--- config.mk ---
export PLATFORM = sky130hd
export DESIGN_NAME = crossing_gen
export DESIGN_NICKNAME = d
export VERILOG_FILES = /design/src/rtl/crossing_gen_pkg.sv /design/src/rtl/crossing_gen_phase_down_cnt.sv /design/src/rtl/crossing_gen.sv
export SDC_FILE = /design/constraint.sdc
export NUM_CORES = 1
export LEC_CHECK = 0
export ABC_AREA = 1
export BUFFER_PORTS_ARGS = -buffer_cell sky130_fd_sc_hd__clkbuf_2
export CAP_MARGIN = 25
export CORE_MARGIN = 2
export CORE_UTILIZATION = 49
export DETAILED_ROUTE_END_ITERATION = 16
export PLACE_DENSITY = 0.78
export SETUP_SLACK_MARGIN = 0.02
export SLEW_MARGIN = 15
export SYNTH_ARGS = -nofsm -noshare
export SYNTH_HDL_FRONTEND = slang
export SYNTH_SLANG_ARGS = --single-unit
--- constraint.sdc ---
create_clock -name clk -period 4.93 [get_ports clk]
set_input_delay 0.2465 -clock clk [delete_from_list [all_inputs] [get_ports clk]]
set_output_delay 0.2465 -clock clk [all_outputs]
set_load 0.01 [all_outputs]
--- src/rtl/crossing_gen_pkg.sv ---
// Shared types and helpers for the crossing stimulus generator.
// The period split functions work on 32-bit values; callers truncate to their counter width.
package crossing_gen_pkg;

  typedef enum logic [2:0] {
    ST_IDLE,
    ST_PRE,
    ST_HIGH,
    ST_LOW,
    ST_TAIL,
    ST_FLUSH
  } state_t;

  localparam int unsigned PRE_LEN   = 2;
  localparam int unsigned FLUSH_LEN = 2;

  // Periods below 2 cannot hold both a high and a low sample.
  function automatic int unsigned clamp_period(input int unsigned n);
    return (n < 2) ? 2 : n;
  endfunction

  function automatic int unsigned half_high(input int unsigned n);
    return (n + 1) / 2;
  endfunction

  function automatic int unsigned half_low(input int unsigned n);
    return n / 2;
  endfunction

endpackage

--- src/rtl/crossing_gen_phase_down_cnt.sv ---
// Loadable down-counter that parks at zero and flags it.
// Load has priority over the count enable.
module phase_down_cnt #(
  parameter int unsigned W = 8
) (
  input  logic         clk,
  input  logic         reset_l,
  input  logic         load,
  input  logic         en,
  input  logic [W-1:0] load_val,
  output logic [W-1:0] count,
  output logic         zero
);

  always_ff @(posedge clk) begin
    if (!reset_l) begin
      count <= '0;
    end else if (load) begin
      count <= load_val;
    end else if (en && (count != '0)) begin
      count <= count - 1'b1;
    end
  end

  assign zero = (count == '0);

endmodule

--- src/rtl/crossing_gen.sv ---
// Emits a framed sample stream with an upward LIMIT crossing every N samples.
// Control (period_ready) follows the state; signal_out, busy and done are registered one sample behind it.
module crossing_gen
  import crossing_gen_pkg::*;
#(
  parameter int          LIMIT       = -5,
  parameter int unsigned W_N_MAX     = 8,
  parameter int          HIGH_LEVEL  = 100,
  parameter int          LOW_LEVEL   = -100,
  parameter int unsigned NUM_PERIODS = 3
) (
  input  logic                clk,
  input  logic                reset_l,
  input  logic [W_N_MAX-1:0]  period_in,
  input  logic                period_valid,
  output logic                period_ready,
  input  logic                abort,
  output logic signed [31:0]  signal_out,
  output logic                busy,
  output logic                done
);

  localparam int unsigned PW = $clog2(NUM_PERIODS + 1);
  localparam logic [PW-1:0] LAST_PERIOD = PW'(NUM_PERIODS - 1);

  // Levels are pinned to the correct side of LIMIT even if misconfigured.
  localparam int HIGH_EFF = (HIGH_LEVEL > LIMIT) ? HIGH_LEVEL : LIMIT + 1;
  localparam int LOW_EFF  = (LOW_LEVEL <= LIMIT) ? LOW_LEVEL : LIMIT;

  state_t state, next_state;

  logic [W_N_MAX-1:0] n_reg;
  logic [W_N_MAX-1:0] h_len;
  logic [W_N_MAX-1:0] l_len;
  logic [W_N_MAX-1:0] load_val;
  logic [W_N_MAX-1:0] phase;
  logic               load;
  logic               en;
  logic               phase_zero;
  logic               xfer;
  logic [PW-1:0]      pcnt;
  logic               last_period;
  logic signed [31:0] sample_next;
  logic               done_next;
  logic               busy_next;

  assign period_ready = (state == ST_IDLE);
  assign xfer         = period_valid && period_ready;
  assign h_len        = W_N_MAX'(half_high(32'(n_reg)));
  assign l_len        = W_N_MAX'(half_low(32'(n_reg)));
  assign last_period  = (pcnt == LAST_PERIOD);

  always_ff @(posedge clk) begin
    if (!reset_l) begin
      n_reg <= '0;
    end else if (xfer) begin
      n_reg <= W_N_MAX'(clamp_period(32'(period_in)));
    end
  end

  phase_down_cnt #(
    .W (W_N_MAX)
  ) u_phase (
    .clk      (clk),
    .reset_l  (reset_l),
    .load     (load),
    .en       (en),
    .load_val (load_val),
    .count    (phase),
    .zero     (phase_zero)
  );

  always_ff @(posedge clk) begin
    if (!reset_l) begin
      pcnt <= '0;
    end else if (state == ST_IDLE) begin
      pcnt <= '0;
    end else if ((state == ST_LOW) && phase_zero && !abort) begin
      pcnt <= pcnt + 1'b1;
    end
  end

  always_ff @(posedge clk) begin
    if (!reset_l) begin
      state <= ST_IDLE;
    end else begin
      state <= next_state;
    end
  end

  always_comb begin
    next_state = state;
    case (state)
      ST_IDLE:  if (xfer) next_state = ST_PRE;
      ST_PRE: begin
        if (abort)           next_state = ST_FLUSH;
        else if (phase_zero) next_state = ST_HIGH;
      end
      ST_HIGH: begin
        if (abort)           next_state = ST_FLUSH;
        else if (phase_zero) next_state = ST_LOW;
      end
      ST_LOW: begin
        if (abort)           next_state = ST_FLUSH;
        else if (phase_zero) next_state = last_period ? ST_TAIL : ST_HIGH;
      end
      ST_TAIL:  next_state = ST_FLUSH;
      ST_FLUSH: if (phase_zero) next_state = ST_IDLE;
      default:  next_state = ST_IDLE;
    endcase
  end

  // Every state change reloads the phase counter with the new state's length minus one.
  always_comb begin
    load     = (next_state != state);
    en       = (state != ST_IDLE);
    load_val = '0;
    case (next_state)
      ST_PRE:   load_val = W_N_MAX'(PRE_LEN - 1);
      ST_HIGH:  load_val = h_len - 1'b1;
      ST_LOW:   load_val = l_len - 1'b1;
      ST_FLUSH: load_val = W_N_MAX'(FLUSH_LEN - 1);
      default:  load_val = '0;
    endcase
  end

  always_comb begin
    sample_next = '0;
    done_next   = 1'b0;
    busy_next   = (state != ST_IDLE);
    case (state)
      ST_PRE, ST_LOW:   sample_next = LOW_EFF;
      ST_HIGH, ST_TAIL: sample_next = HIGH_EFF;
      ST_FLUSH:         done_next   = phase_zero;
      default:          sample_next = '0;
    endcase
  end

  always_ff @(posedge clk) begin
    if (!reset_l) begin
      signal_out <= '0;
      busy       <= 1'b0;
      done       <= 1'b0;
    end else begin
      signal_out <= sample_next;
      busy       <= busy_next;
      done       <= done_next;
    end
  end

endmodule
==> impl_metrics.sql <==
INSERT INTO impl_metrics (metric_group, metric, value, unit) VALUES
('worst_setup_path', 'worstPathArrival', '2.77', 'ns'),
('clocking', 'numCtsBuffers', '3', ''),
('clocking', 'cts.repair.resized', '0', ''),
('yosys', 'postSynthCellCount', '287', ''),
('yosys', 'synth_seq_area_share', '26.91', '%'),
('global_route', 'antenna_found_initial', '0', ''),
('cells_and_area', 'n_antenna_cell', '0', ''),
('global_route', 'pin_count_of_the_biggest_net_entering_global_routing', '28', ''),
('sta', 'finalSetupViolations', '0', ''),
('clocking', 'cts.reportedPaths.clkPinSlew', '0.09', 'ns'),
('placed_design', 'place_congestion', '0.8757', ''),
('yosys', 'post_synthesis_mean_instance_area', '6.740', 'um2'),
('clocking', 'ctsLongestPathBuffers', '2', ''),
('global_route', 'grt_pass1_wl', '6679', 'um'),
('worst_setup_path', 'crit_chain', 'inv_1 -> ha_1 -> nand2_1 -> nor2_4 -> a21oi_2 -> nor2_4 -> nand2_4 -> o21ai_1 -> inv_1 -> ha_1 -> or2_2 -> nand2_1 -> nand2_1 -> a21oi_1', ''),
('yosys', 'ys_top_cells_by_area', 'dfxtp_1 27%, buf_4 11%, nand2_1 10%', ''),
('clocking', 'tritoncts_num_sinks', '26', ''),
('sta', 'fin_crit', '2.563', 'ns'),
('yosys', 'synth_edf_count', '0', ''),
('worst_setup_path', 'worstSetupPathType', 'reg2reg', ''),
('clocking', 'ctsHtreeMaxLevel', '1', ''),
('yosys', 'postSynth.topFlopCell', 'dfxtp_1', ''),
('power', 'peak_supply_drop', '0.2204', 'mV'),
('global_route', 'gr-total-overflow', '0', ''),
('sta', 'timing_max_transition_violations_final', '0', ''),
('worst_setup_path', 'timing.critical_path.slowest_cell_delay', '0.33', 'ns'),
('cells_and_area', 'final_layout_size_suffix_gt1_share', '22.37', '%'),
('sta', 'finalCritPeriodShare', '51.99', '%'),
('sta', 'rsz0062_at_grt', 'no', ''),
('yosys', 'yosysTopAreaCell', 'dfxtp_1', ''),
('hold_path', 'min-delay-path-class', 'in2reg', ''),
('sta', 'finalHoldViolations', '0', ''),
('worst_setup_path', 'path_max_fanout', '9', ''),
('clocking', 'cts-hold-fix-buffers', '0', ''),
('routing', 'drt-vias-per-instance', '4.952', ''),
('yosys', 'ys_async_sr_fraction', '0', '%'),
('routing', 'route.detailed.drc', '0', ''),
('placed_design', 'port_buffers', '44', ''),
('yosys', 'synthDistinctLibCells', '35', ''),
('floorplan', 'fp.coreArea', '3716', 'um2'),
('worst_setup_path', 'timing.critical_path.required', '5.14', 'ns'),
('cells_and_area', 'synthToLayoutAreaGrowth', '5.627', '%'),
('floorplan', 'die_h', '66.83', 'um'),
('yosys', 'mappedNetlistArea', '1934', 'um2'),
('cells_and_area', 'final_cell_count_no_fill', '352', ''),
('yosys', 'postSynthRegisterBits', '26', ''),
('routing', 'count_of_nets_left_with_antenna_violations_after_detail_routing', '0', ''),
('sta', 'worst-slew-pin-transition', '0.6673', 'ns'),
('clocking', 'worst_skew_pair.late_latency', '0.27', 'ns'),
('routing', 'avgRoutedWirePerCell', '10.77', 'um'),
('worst_setup_path', 'cp_common_cell', 'nand2_1', ''),
('floorplan', 'chipWidth', '66.83', 'um'),
('worst_setup_path', 'cpMaxStageDelayCell', 'dfxtp_1', ''),
('routing', 'drt_first_pass_iters', '4', ''),
('sta', 'timing.setup.tns', '0', 'ns'),
('power', 'power-per-cell-area', '506.3', 'nW/um2'),
('floorplan', 'io_pins', '47', ''),
('yosys', 'netlist.area_leader.share', '26.91', '%'),
('job', 'drv.max_cap_violation_count', '0', ''),
('placed_design', 'placed_cells_incl_taps', '348', ''),
('clocking', 'cts_post_setup_buffers_inserted', '0', ''),
('routing', 'via_count', '1743', ''),
('clocking', 'cts_root_buffer', 'clkbuf_8', ''),
('global_route', 'first_global_vias', '1637', ''),
('floorplan', 'initial_utilization', '52.05', '%'),
('cells_and_area', 'num-nets-final', '322', ''),
('floorplan', 'rows', '22', ''),
('run_status', 'result_of_the_run', 'complete, no violations', ''),
('yosys', 'number_of_warning_messages_in_the_yosys_log', '0', ''),
('worst_setup_path', 'setup.worst_path.start_class', 'flop', ''),
('routing', 'total_length_of_routed_wires', '3791', 'um'),
('power', 'leakage', '1.040', 'nW'),
('routing', 'initialDrtViolationCount', '85', ''),
('global_route', 'grt_use_total', '19.11', '%'),
('sta', 'timing.max_slew.rel_slack', '55.45', '%'),
('sta', 'finalClockSkew', '0.001500', 'ns'),
('sta', 'fmax', '390.2', 'MHz'),
('floorplan', 'die-area', '4466', 'um2'),
('clocking', 'tritoncts', 'yes', ''),
('placed_design', 'hpwl_detailed', '3081', 'um'),
('worst_setup_path', 'endpoint_kind', 'flop', '');
==> synthesized netlist by cell type (5+ instances only) <==
master / instances
a21oi_1: 18
nor3_1: 7
o21ai_0: 12
ha_1: 5
inv_1: 35
nand3_1: 21
dfxtp_1: 26
xor2_1: 10
o21ai_1: 17
nand2_1: 53
buf_4: 29
nor2_1: 17
==> per-stage QoR <==
step	setup slack, ns	hold WS (ns)	power [W]	util [%]	instance area (um2)
global placement	2.502	0.4744	0.0008873	53.50	1988
CTS	2.367	0.1902	0.001044	54.98	2043
floorplan	2.624	0.3878	0.0008163	-	1938
global route	2.132	0.2060	0.001137	54.98	2043
finish	2.367	0.1971	0.001034	54.98	2043
detailed placement	2.401	0.4816	0.0009007	53.50	1988
==> final timing paths <==
kind / cells past startpoint / slack (ns) / from / to
hold reg to reg: 2 / 0.49 / pcnt[0]$_SDFFE_PP0P_ / pcnt[0]$_SDFFE_PP0P_
setup reg to reg: 14 / 2.37 / u_phase.count[0]$_SDFFE_PN0P_ / u_phase.count[2]$_SDFFE_PN0P_
hold / removal: 3 / 0.20 / period_in[0] / n_reg[0]$_SDFFE_PN0P_
setup / recovery: 14 / 2.37 / u_phase.count[0]$_SDFFE_PN0P_ / u_phase.count[2]$_SDFFE_PN0P_
==> per-layer routing <==
metal / vias up / wire, um / track usage [%]
met5: - / 0 / 0
met4: 0 / 21 / 4.337
met3: 2 / 172 / 4.392
met2: 44 / 1831 / 34.50
met1: 770 / 1765 / 22.78
li1: 927 / - / -
==> worst max-delay path, delay by kind of cell (launching register included) <==
family / cells / cell delay [ns]
compound gates: 3 / 0.52
buf+inv: 2 / 0.20
simple gates: 7 / 1.04
fa+ha+maj: 2 / 0.39
flops: 1 / 0.33
==> power by group <==
group / internal [W] / switching, W
clock network: 0.0000715 / 0.0000684
logic: 0.000215 / 0.000370
registers: 0.000255 / 0.0000544
==> cells by family after synthesis <==
| family | share of synthesized area (%) |
|---|---|
| flops | 26.91 |
| xor+xnor | 5.433 |
| buf+inv | 19.47 |
| simple gates | 30.53 |
| other cells | 0.1939 |
| fa+ha+maj | 3.234 |
| compound gates | 14.23 |
==> area by class of cell <==
cell class | count | area, um2
Timing Repair Buffer | 44 | 220.2
Multi-Input combinational cell | 191 | 1041
Sequential cell | 26 | 520.5
Tap cell | 48 | 60.06
Fill cell | 382 | 1673
Inverter | 39 | 146.4
Clock buffer | 4 | 55.05
==> cells in the final DEF, fill, tap and decap left out, drive strengths merged <==
| cell type | instances |
|---|---|
| conb | 2 |
| dfxtp | 26 |
| a31oi | 1 |
| nand3 | 21 |
| a21oi | 19 |
| ha | 5 |
| nor2 | 24 |
| clkbuf | 48 |
| and2 | 1 |
| nor3 | 8 |
| xnor2 | 2 |
| nand4 | 4 |
| clkinv | 1 |
| nand3b | 2 |
| a221oi | 1 |
| nand2 | 58 |
| o21ai | 30 |
| xor2 | 10 |
| o211ai | 1 |
| nor4 | 1 |
| inv | 38 |
| or2 | 1 |
(Power assumes the default switching activity.)
